==> src/rtl/exp_golomb_decoder.sv <==
// Exp-Golomb syntax element decoder (ue / se / te).
// Consumes bits from an external MSB-first bitstream window. The leading-zero
// count comes from an external heading-one detector. After each shift_en the
// buffer presents the advanced window in the next cycle.
// Optional feature: define EXP_GOLOMB_TE_EN to enable truncated (te) decoding.
// Without it, mode 2 decodes as ue and te_range is ignored.
//
//  state  | meaning
//  IDLE   | waiting for start
//  PREFIX | counting leading zeros (16 per all-zero window)
//  SUFFIX | collecting lz info bits, up to 16 per window
//  OUT    | one-cycle result: done pulse with value/error
module exp_golomb_decoder (
   input  logic        clk,
   input  logic        reset,
   input  logic        start,
   input  logic [1:0]  mode,
   input  logic [4:0]  te_range,
   input  logic [15:0] BitStream_buffer_output,
   input  logic        BitStream_buffer_valid,
   input  logic [3:0]  heading_one_pos,
   output logic        shift_en,
   output logic [4:0]  shift_len,
   output logic        busy,
   output logic        done,
   output logic [31:0] value,
   output logic        error
);

   typedef enum logic [1:0] {IDLE, PREFIX, SUFFIX, OUT} state_t;

   state_t      state, state_nx;
   logic [5:0]  lz, lz_nx;
   logic [5:0]  rem, rem_nx;
   logic [31:0] info, info_nx;
   logic        is_se, is_se_nx;
   logic        err, err_nx;
   logic        shift_c;
   logic [4:0]  shift_len_c;

   logic        te_one;
   logic        te_bad;

`ifdef EXP_GOLOMB_TE_EN
   logic        is_te, is_te_nx;
   logic [4:0]  te_range_q, te_range_nx;

   assign te_one = is_te && (te_range_q == 5'd1);
   assign te_bad = is_te && (te_range_q == 5'd0);

   // te configuration latched at start, cleared by reset
   always_ff @(posedge clk) begin
      if (reset) begin
         is_te      <= 1'b0;
         te_range_q <= 5'd0;
      end else begin
         is_te      <= is_te_nx;
         te_range_q <= te_range_nx;
      end
   end
`else
   logic unused_te_range;

   assign unused_te_range = ^te_range;
   assign te_one = 1'b0;
   assign te_bad = 1'b0;
`endif

   logic [5:0]  lz_sum;
   logic [6:0]  lz_plus16;
   logic [4:0]  n;
   logic [31:0] window_bits;

   assign lz_sum      = lz + {2'b00, heading_one_pos};
   assign lz_plus16   = {1'b0, lz} + 7'd16;
   assign n           = (rem > 6'd16) ? 5'd16 : rem[4:0];
   assign window_bits = {16'h0000, BitStream_buffer_output} >> (5'd16 - n);

   // state and datapath registers
   always_ff @(posedge clk) begin
      if (reset) begin
         state <= IDLE;
         lz    <= 6'd0;
         rem   <= 6'd0;
         info  <= 32'd0;
         is_se <= 1'b0;
         err   <= 1'b0;
      end else begin
         state <= state_nx;
         lz    <= lz_nx;
         rem   <= rem_nx;
         info  <= info_nx;
         is_se <= is_se_nx;
         err   <= err_nx;
      end
   end

   // next-state, datapath update and shift request
   always_comb begin
      state_nx    = state;
      lz_nx       = lz;
      rem_nx      = rem;
      info_nx     = info;
      is_se_nx    = is_se;
      err_nx      = err;
      shift_c     = 1'b0;
      shift_len_c = 5'd0;
`ifdef EXP_GOLOMB_TE_EN
      is_te_nx    = is_te;
      te_range_nx = te_range_q;
`endif
      case (state)
         IDLE: begin
            if (start) begin
               state_nx = PREFIX;
               lz_nx    = 6'd0;
               rem_nx   = 6'd0;
               info_nx  = 32'd0;
               err_nx   = 1'b0;
               is_se_nx = (mode == 2'd1);
`ifdef EXP_GOLOMB_TE_EN
               is_te_nx    = (mode == 2'd2);
               te_range_nx = te_range;
`endif
            end
         end
         PREFIX: begin
            if (BitStream_buffer_valid) begin
               if (te_bad) begin
                  err_nx   = 1'b1;
                  state_nx = OUT;
               end else if (te_one) begin
                  // single inverted bit; lz stays 0 so codeNum equals info
                  shift_c     = 1'b1;
                  shift_len_c = 5'd1;
                  info_nx     = {31'd0, ~BitStream_buffer_output[15]};
                  state_nx    = OUT;
               end else if (BitStream_buffer_output != 16'h0000) begin
                  shift_c     = 1'b1;
                  shift_len_c = {1'b0, heading_one_pos} + 5'd1;
                  lz_nx       = lz_sum;
                  rem_nx      = lz_sum;
                  state_nx    = (lz_sum == 6'd0) ? OUT : SUFFIX;
               end else begin
                  shift_c     = 1'b1;
                  shift_len_c = 5'd16;
                  if (lz_plus16 > 7'd31) begin
                     err_nx   = 1'b1;
                     state_nx = OUT;
                  end else begin
                     lz_nx = lz_plus16[5:0];
                  end
               end
            end
         end
         SUFFIX: begin
            if (BitStream_buffer_valid) begin
               shift_c     = 1'b1;
               shift_len_c = n;
               info_nx     = (info << n) | window_bits;
               rem_nx      = rem - {1'b0, n};
               if (rem_nx == 6'd0) state_nx = OUT;
            end
         end
         OUT: state_nx = IDLE;
         default: state_nx = IDLE;
      endcase
   end

   logic [31:0] code_num;
   logic [32:0] code_inc;
   logic [31:0] decoded;

   assign code_num = ((32'd1 << lz) - 32'd1) + info;
   assign code_inc = {1'b0, code_num} + 33'd1;

   // ue passes codeNum through; se maps odd to positive, even to negative
   always_comb begin
      decoded = code_num;
      if (is_se) begin
         if (code_num[0]) decoded = code_inc[32:1];
         else             decoded = 32'd0 - {1'b0, code_num[31:1]};
      end
   end

   assign busy      = (state != IDLE);
   assign shift_en  = shift_c && !reset;
   assign shift_len = (shift_c && !reset) ? shift_len_c : 5'd0;
   assign done      = (state == OUT) && !reset;
   assign error     = done && err;
   assign value     = (done && !err) ? decoded : 32'd0;

endmodule

==> config.mk <==
export PLATFORM = sky130hd
export DESIGN_NAME = exp_golomb_decoder
export DESIGN_NICKNAME = d
export VERILOG_FILES = /design/src/rtl/exp_golomb_decoder.sv
export SDC_FILE = /design/constraint.sdc
export NUM_CORES = 1
export LEC_CHECK = 0
export CORE_ASPECT_RATIO = 0.8
export CORE_UTILIZATION = 45
export CTS_CLUSTER_SIZE = 40
export DETAILED_ROUTE_END_ITERATION = 8
export GPL_TIMING_DRIVEN = 0
export PLACE_DENSITY = 0.75
export RECOVER_POWER = 25
export SLEW_MARGIN = 0
export SYNTH_ARGS = -nofsm -noshare
export SYNTH_HDL_FRONTEND = slang
export SYNTH_SLANG_ARGS = --single-unit
==> constraint.sdc <==
create_clock -name clk -period 13.1 [get_ports clk]
set_clock_uncertainty 0.15 [all_clocks]
set_input_delay 1.965 -clock clk [delete_from_list [all_inputs] [get_ports clk]]
set_output_delay 1.965 -clock clk [all_outputs]
set_load 0.02 [all_outputs]
# --- Yosys cells after proc, flatten, opt, wreduce, memory -nomap -nowiden ---
# Cells that the tools add are included.
classes:
  addsub: 9
  order_cmp: 2
  eq_ne: 13
  shifts: 3
  n_mux: 36
  bitwise_logic: 1
  n_reduce_logical: 21
op_table:
  columns: ["cell", "count"]
  rows:
  - ["two-way mux 32 bit", 5]
  - ["case mux 32 bit (2 select lines)", 1]
  - ["two-way mux 6 bit", 7]
  - ["adder 32 x 1 -> 33 bit (second input constant)", 1]
  - ["adder 32 bit", 1]
  - ["OR 32 bit", 1]
  - ["left shift 1 x 6 -> 32 bit (first input constant)", 1]
  - ["left shift 32 x 5 -> 32 bit", 1]
  - [">> shifter 16 x 5 -> 32 bit", 1]
  - ["subtractor 1 x 31 -> 32 bit (first input constant)", 1]
  - ["subtractor 32 x 1 -> 32 bit (second input constant)", 1]
  - ["two-way mux 5 bit", 5]
  - ["case mux 6 bit (3 select lines)", 1]
  - ["nonzero test 16 bit", 1]
  - ["AND reduction 5 bit", 3]
  - ["inequality test 2 bit (second input constant)", 7]
  - ["zero test 6 bit", 2]
  - ["two-way mux 2 bit", 6]
  - ["case mux 6 bit (2 select lines)", 1]
  - ["case mux 5 bit (2 select lines)", 1]
  - ["case mux 2 bit (4 select lines)", 1]
  - ["adder 6 x 5 -> 7 bit (second input constant)", 1]
  - ["greater-than comparator 7 x 5 -> 1 bit (second input constant)", 1]
  - ["two-way mux 1 bit", 7]
  - ["18 further kinds", 27]
totals:
  ff_bits: 48
  in_bits: 31
  word_cells: 91

# --- Longest topological paths before layout ---
# Gate-level depths: netlist of the first run.
depth:
  word_depth: 7
  ltp_mapped: 20
  ltp_nobuf: 19

# --- Worst setup path before layout of the first run ---
# OpenSTA, ideal clock, no wires.
synth_path:
  path_kind: "reg2out"
  startpoint: "register lz[1]"
  endpoint: "output value[24]"
  arrival_ns: 4.905
  required_ns: 10.985
  slack_ns: 6.080
  stages_incl_launch_ff: 18
  n_path_buf: 1
  cell_sequence: "dfxtp_1 -> clkbuf_1 -> nor2b_1 -> nor2b_1 -> nand2_1 -> ha_1 -> inv_1 -> ha_1 -> a211oi_2 -> o21ai_4 -> and4_1 -> or3_1 -> and2_1 -> nor4_4 -> nand4_2 -> o21ai_1 -> a2111oi_0 -> a2111oi_1"
synth_between:
  elab_chain_cells: 7
  elab_cells_between_ends: 8
  classes_between: "add/sub: 4; shift: 1; mux: 3"
synth_rtl:
  columns: ["item", "line", "rtl"]
  rows:
  - ["from (decl)", "33", "logic [5:0] lz, lz_nx;"]
  - ["from (signal assigned)", "90", "lz <= lz_nx;"]
  - ["left shift 1 x 6 -> 32 bit *", "174", "assign code_num = ((32'd1 << lz) - 32'd1) + info;"]
  - ["subtractor 32 x 1 -> 32 bit *", "174", null]
  - ["adder 32 bit *", "174", null]
  - ["adder 32 x 1 -> 33 bit or subtractor 1 x 31 -> 32 bit (tied branches)", "175, 182", null]
  - ["two-way mux 32 bit", "181", "if (code_num[0]) decoded = code_inc[32:1];"]
  - ["two-way mux 32 bit *", "180", "if (is_se) begin"]
  - ["two-way mux 32 bit *", "191", "assign value = (done && !err) ? decoded : 32'd0;"]
  - ["to (decl)", "26", "output logic [31:0] value,"]
# Mark *: on every way between the ends. The rest lies on a longest branch, timed or not.

# --- Worst setup path in the final report of the first run ---
# Ends and elaborated chain as after synthesis.

==> results.json, run 1 <==
{
  "wl_met1_mm": 16.38,
  "grt_usage": 0.3204,
  "num_vias": 11266,
  "cts_buffers": 5,
  "cp-start-kind": "register",
  "root_buffer": "clkbuf_16",
  "path_delay_family": "compound AO/OA/AOI/OAI gates",
  "worstPathArrival_ns": 6.98,
  "topRoutingLayerUsed": "met4",
  "synthesis.nets": 1545,
  "core-area_um2": 20700,
  "chipWidth_um": 164.4,
  "yosysTopAreaCell": "dfxtp_1",
  "antenna_cells": 0,
  "grt_pass1_wl_mm": 54.80,
  "rsz0062_at_grt": "no",
  "dpl_cell_area_um2": 10490,
  "clock_path_buffers": 2,
  "met2_length_mm": 13.89,
  "slew_violations": 0,
  "ys_types": 95,
  "hp-class": "reg2reg",
  "portBuffers": 66,
  "finalWorstSetupSlack_ns": 4.004,
  "drc": 0,
  "dpl.hpwl_mm": 28.34,
  "wirelength_mm": 34.84,
  "path_common_cell": "nor2b_1",
  "die_h_um": 131.9,
  "tns_ns": 0,
  "htree_num_levels": 2,
  "pre_cts_slack_ns": 4.609,
  "path_max_fanout": 10,
  "via_per_inst": 6.333,
  "synthArstFlopShare": 0,
  "yosys.area.top_type_share": 0.1012,
  "clk_latency_ns": 0.30,
  "max_stage_delay_ns": 0.73,
  "nets": 1618,
  "drt_first_pass_iters": 6,
  "cts_tree": "yes",
  "synth.area.top_cells": "dfxtp_1 10%, ha_1 10%, mux2i_1 9.0%, a21oi_1 7.5%, nor2_1 6.8%",
  "ys_seq_area_frac": 0.1012,
  "postCtsHoldBufs": 0,
  "post_synth.cell_area_avg_um2": 6.611,
  "period_share": 0.6943,
  "start_util": 0.4586,
  "antenna_found_initial": 0,
  "power_density_nw_per_um2": 166.0,
  "postSynthCellCount": 1436,
  "worstMarginPinSlew_ns": 1.196,
  "worstSetupEndpointType": "output pin",
  "maxCapViolCount": 0,
  "ant_nets": 0,
  "drive_gt1_frac": 0.04437,
  "dr.first_iter.drc_count": 1437,
  "cp_slowest_cell": "o21ai_1",
  "ys_seq_elements": 48,
  "grt_pass1_vias": 9939,
  "synth_area_um2": 9493,
  "area_delta_synth_final_pct": 12.55,
  "post_cts_buffers": 0,
  "total_leakage_power_uw": 0.004207,
  "io_pins": 72,
  "whs_ns": 0.3241,
  "cp_num_buf_inv": 3,
  "grt_max_degree": 17,
  "clkSlewWorstSetupHoldPaths_ns": 0.07,
  "max-vdd-ir-drop_v": 0.0001236,
  "worstPathRequired_ns": 10.98,
  "place.gp.congestion": 0.9900,
  "synth_edf_count": 0,
  "clock.fmax_mhz": 109.9,
  "hold_viol_final": 0,
  "maxSlewHeadroom": 0.2007,
  "setup_viol_count_final": 0,
  "cts_sinks": 48,
  "final_cell_area_um2": 10680,
  "worstPathCellList": "clkbuf_1 > nor2b_1 > nor2b_1 > nand2_1 > ha_1 > inv_1 > ha_1 > nor2b_1 > o31a_1 > o21ai_1 > o311a_1 > o311ai_0 > nor4_2 > a31oi_1 > nand3_1 > o21ai_0 > a2111oi_1 > clkdlybuf4s50_1",
  "cts.repair.resized": 0,
  "synthFlopType": "dfxtp_1",
  "run_status": "completed",
  "dieArea_um2": 21680,
  "min_period_ns": 9.096,
  "rows": 47,
  "grt_overflow": 0,
  "yosysWarnings": 0,
  "dr_wl_met3_mm": 4.281,
  "wl_per_cell_um": 19.59,
  "worstSetupPathType": "reg2out"
}
## synth_stat cells (13+ instances only)
cell type / number
nor2_1: 173
nand2_1: 172
a21oi_1: 143
inv_1: 124
mux2i_1: 85
ha_1: 76
o21ai_0: 76
clkbuf_1: 60
dfxtp_1: 48
a22oi_1: 34
nand3_1: 34
xnor2_1: 34
nand4_1: 25
nor3_1: 25
a211oi_1: 21
nor2b_1: 21
and2_1: 17
a31oi_1: 16
o22ai_1: 16
buf_2: 14
or3_1: 13
## tightest hold or removal path, stage by stage, from the launching register on
cell	delay, ns
dfxtp_1	0.32
nand2_1	0.06
a21oi_1	0.05
## layout by cell type, fill, tap and decap left out, drive strengths merged, types with 8 or more instances in the layout
master	instances
nor2	174
nand2	172
a21oi	144
inv	125
mux2i	85
o21ai	85
ha	76
clkbuf	68
clkdlybuf4s50	61
dfxtp	48
xnor2	35
nand3	34
a22oi	34
nand4	28
nor3	26
a211oi	25
buf	24
nor2b	21
and2	17
nor4	17
a31oi	16
o22ai	16
or3	14
xor2	13
and3	10
o211ai	8
or2	8
## state kept, by name, summed over array words and instances, names as in the netlist
signal  cells
rem         6
info       32
err         1
state       2
lz          6
is_se       1
## area by class of cell
cell class              instances  area, um2
flip-flops and latches         48      960.9
clock buffers                   5      125.1
repair buffers                 66      660.6
fillers                      2134      10020
plain buffers                  87      355.3
multi-input cells            1176       7707
clock inverters                 3      68.82
well taps                     269      336.6
inverters                     125      469.2
## kinds of logic (layout without fill, tap and decap cells)
family / count (synthesis) / count (layout) / share of synthesized area
XOR/XNOR: 48 / 48 / 0.04666
flip-flops: 48 / 48 / 0.1012
buffers and inverters: 212 / 286 / 0.08686
adder cells (fa/ha/maj): 78 / 78 / 0.1044
other: 1 / 1 / 0.0003950
AO/OA/AOI/OAI: 405 / 405 / 0.2765
multiplexers: 90 / 90 / 0.1003
AND/OR/NAND/NOR: 554 / 554 / 0.2836
## report_power, final
part	switching, uW	internal [uW]	total, uW	leakage, uW
registers	7.45	152	160	0.000387
logic	942	499	1440	0.00373
clock network	62.8	110	173	0.0000944
## path summary, 6_finish.rpt
path                  from         to  slack [ns]  cells past startpoint
setup / recovery     lz[1]  value[24]        4.00                     18
hold / removal    info[26]   info[26]        0.32                      2
hold reg to reg   info[26]   info[26]        0.32                      2
setup reg to reg    rem[4]    info[3]        7.87                     15
## stage by stage
stage                     utilization  power [uW]  cells
after floorplan                     -        1239   1436
after global placement         0.5068        1543   1771
after detailed placement       0.5068        1559   1771
after CTS                      0.5161        1737   1779
after global routing           0.5161        1907   1779
final                          0.5161        1773   1779
## per-layer routing
metal  global-route usage  vias to the layer above
met5                    0                        -
met4              0.03160                        0
met3              0.07172                       33
met2               0.4566                      616
met1               0.4971                     5322
li1                     -                     5295
(Power assumes the default switching activity.)
==> run 2, diff against run 1 <==
==> constraint.sdc (replaced) <==
create_clock -name clk -period 9.4 [get_ports clk]
set_clock_uncertainty 0.15 [all_clocks]
set_input_delay 1.41 -clock clk [delete_from_list [all_inputs] [get_ports clk]]
set_output_delay 1.41 -clock clk [all_outputs]
set_load 0.02 [all_outputs]
==> results.json, run 2 (synthesized netlist as in run 1, its figures left out) <==
{
  "dpl.hpwl_mm": 28.34,
  "postCtsHoldBufs": 0,
  "start_util": 0.4586,
  "core-area_um2": 20700,
  "fillCellCount": 2134,
  "die_h_um": 131.9,
  "final_common_cell": "nor2_1",
  "total_leakage_power_uw": 0.004207,
  "worstPathCellList": "clkbuf_1 > nor2b_1 > nor2b_1 > nand2_1 > ha_1 > inv_1 > ha_1 > nor2b_1 > o31a_1 > o21ai_1 > o311a_1 > o311ai_0 > nor4_2 > a31oi_1 > nand3_1 > o21ai_0 > a2111oi_1 > clkdlybuf4s50_1",
  "clock.fmax_mhz": 117.1,
  "maxSlewHeadroom": 0.06593,
  "reg2reg_setup_slack_ns": 4.17,
  "path_max_fanout": 10,
  "ff2ff_path_depth": 15,
  "antenna_found_initial": 0,
  "hold_viol_final": 0,
  "clk_latency_ns": 0.30,
  "ant_nets": 0,
  "layout_common_cells": "173 x nor2_1, 172 x nand2_1, 143 x a21oi_1",
  "cts.repair.resized": 0,
  "io_pins": 72,
  "cp.depth": 18,
  "grt_usage": 0.3204,
  "clock_path_buffers": 2,
  "place.gp.congestion": 0.9900,
  "portBuffers": 66,
  "antenna_cells": 0,
  "max_stage_delay_ns": 0.73,
  "whs_path_depth": 2,
  "num_vias": 11266,
  "tns_ns": 0,
  "cp-start-kind": "register",
  "fin_util": 0.5161,
  "power_density_nw_per_um2": 231.2,
  "htree_num_levels": 2,
  "grt_pass1_wl_mm": 54.80,
  "rows": 47,
  "post_cts_buffers": 0,
  "path_delay_family": "compound AO/OA/AOI/OAI gates",
  "grt_pass1_vias": 9939,
  "path_common_cell": "nor2b_1",
  "maxCapViolCount": 0,
  "chipWidth_um": 164.4,
  "wirelength_mm": 34.84,
  "max-vdd-ir-drop_v": 0.0001723,
  "dr.first_iter.drc_count": 1437,
  "min_period_ns": 8.541,
  "cts_tree": "yes",
  "worstSetupEndpointType": "output pin",
  "hp-class": "reg2reg",
  "dieArea_um2": 21680,
  "period_share": 0.9086,
  "drive_gt1_frac": 0.04437,
  "cp_slowest_cell": "o21ai_1",
  "reg.largest.list": "info x32, lz x6, rem x6",
  "grt_max_degree": 17,
  "clkSlewWorstSetupHoldPaths_ns": 0.07,
  "grt_overflow": 0,
  "cp_num_buf_inv": 3,
  "worstMarginPinSlew_ns": 1.384,
  "largest_reg_flops": 32,
  "nets": 1618,
  "area_delta_synth_final_pct": 12.55,
  "largest_register": "info",
  "drc": 0,
  "worstSetupPathType": "reg2out",
  "worstPathRequired_ns": 7.84,
  "cts_sinks": 48,
  "rsz0062_at_grt": "no",
  "worstPathArrival_ns": 6.98,
  "slew_violations": 0,
  "cts_buffers": 5,
  "run_status": "completed",
  "wl_per_cell_um": 19.59,
  "via_per_inst": 6.333,
  "setup_viol_count_final": 0,
  "drt_first_pass_iters": 6,
  "root_buffer": "clkbuf_16"
}
-- run 2: changes by cell type in the layout (fill, tap and decap cells not counted), sizes merged --
cell,delta
clkdlybuf4s50,+1
dlygate4sd3,-1
-- run 2: path summary, 6_finish.rpt --
kind / from / end
worst max register to register: rem[4] / info[3]
worst max-delay path: lz[1] / value[24]
worst min-delay path: info[26] / info[26]
worst min register to register: info[26] / info[26]
-- run 2: final cells by class --
cell class / count / area, um2 / share of cell area
clock buffer: 5 / 125.1 / 0.01171
clock inverter: 3 / 68.82 / 0.006441
timing repair buffer: 66 / 660.6 / 0.06183
multi-input combinational: 1176 / 7707 / 0.7214
buffer: 87 / 355.3 / 0.03326
sequential: 48 / 960.9 / 0.08994
inverter: 125 / 469.2 / 0.04392
tap: 269 / 336.6 / 0.03150
-- run 2: metal layers --
metal | share of wire | track usage | vias to the layer above
li1 | - | - | 5295
met1 | 0.47 | 0.4971 | 5322
met2 | 0.40 | 0.4566 | 616
met3 | 0.12 | 0.07172 | 33
met4 | 0.0084 | 0.03160 | 0
met5 | 0 | 0 | -
-- run 2: where the power goes --
part           total, uW  switching, uW  leakage, uW  internal, uW
clock                241           87.5    0.0000944           154
combinational       2010           1310      0.00372           695
sequential           222           10.4     0.000387           212
-- run 2: worst reg2reg max path, cell delays in order (launching register included) --
cell and delay, ns:
dfxtp_1 0.34, clkbuf_1 0.23, nor3b_1 1.00, inv_1 0.17, clkbuf_1 0.35, clkbuf_1 0.43
ha_1 0.42, clkbuf_1 0.48, clkbuf_1 0.44, nor2_1 0.17, mux2i_1 0.29, a211oi_1 0.15
a21oi_1 0.22, nor2_1 0.07, a21oi_1 0.13, nor2_1 0.05
-- run 2: through the flow --
stage	instances	area [um2]	power [uW]	hold slack (ns)	setup slack, ns
5_1_grt	1779	10680	2657	0.3481	0.4426
3_5_place_dp	1771	10490	2173	0.3147	1.464
2_1_floorplan	1436	9493	1727	0.2953	2.935
6_report	1779	10680	2470	0.3241	0.8592
3_3_place_gp	1771	10490	2150	0.3041	1.450
4_1_cts	1779	10680	2421	0.3246	1.097
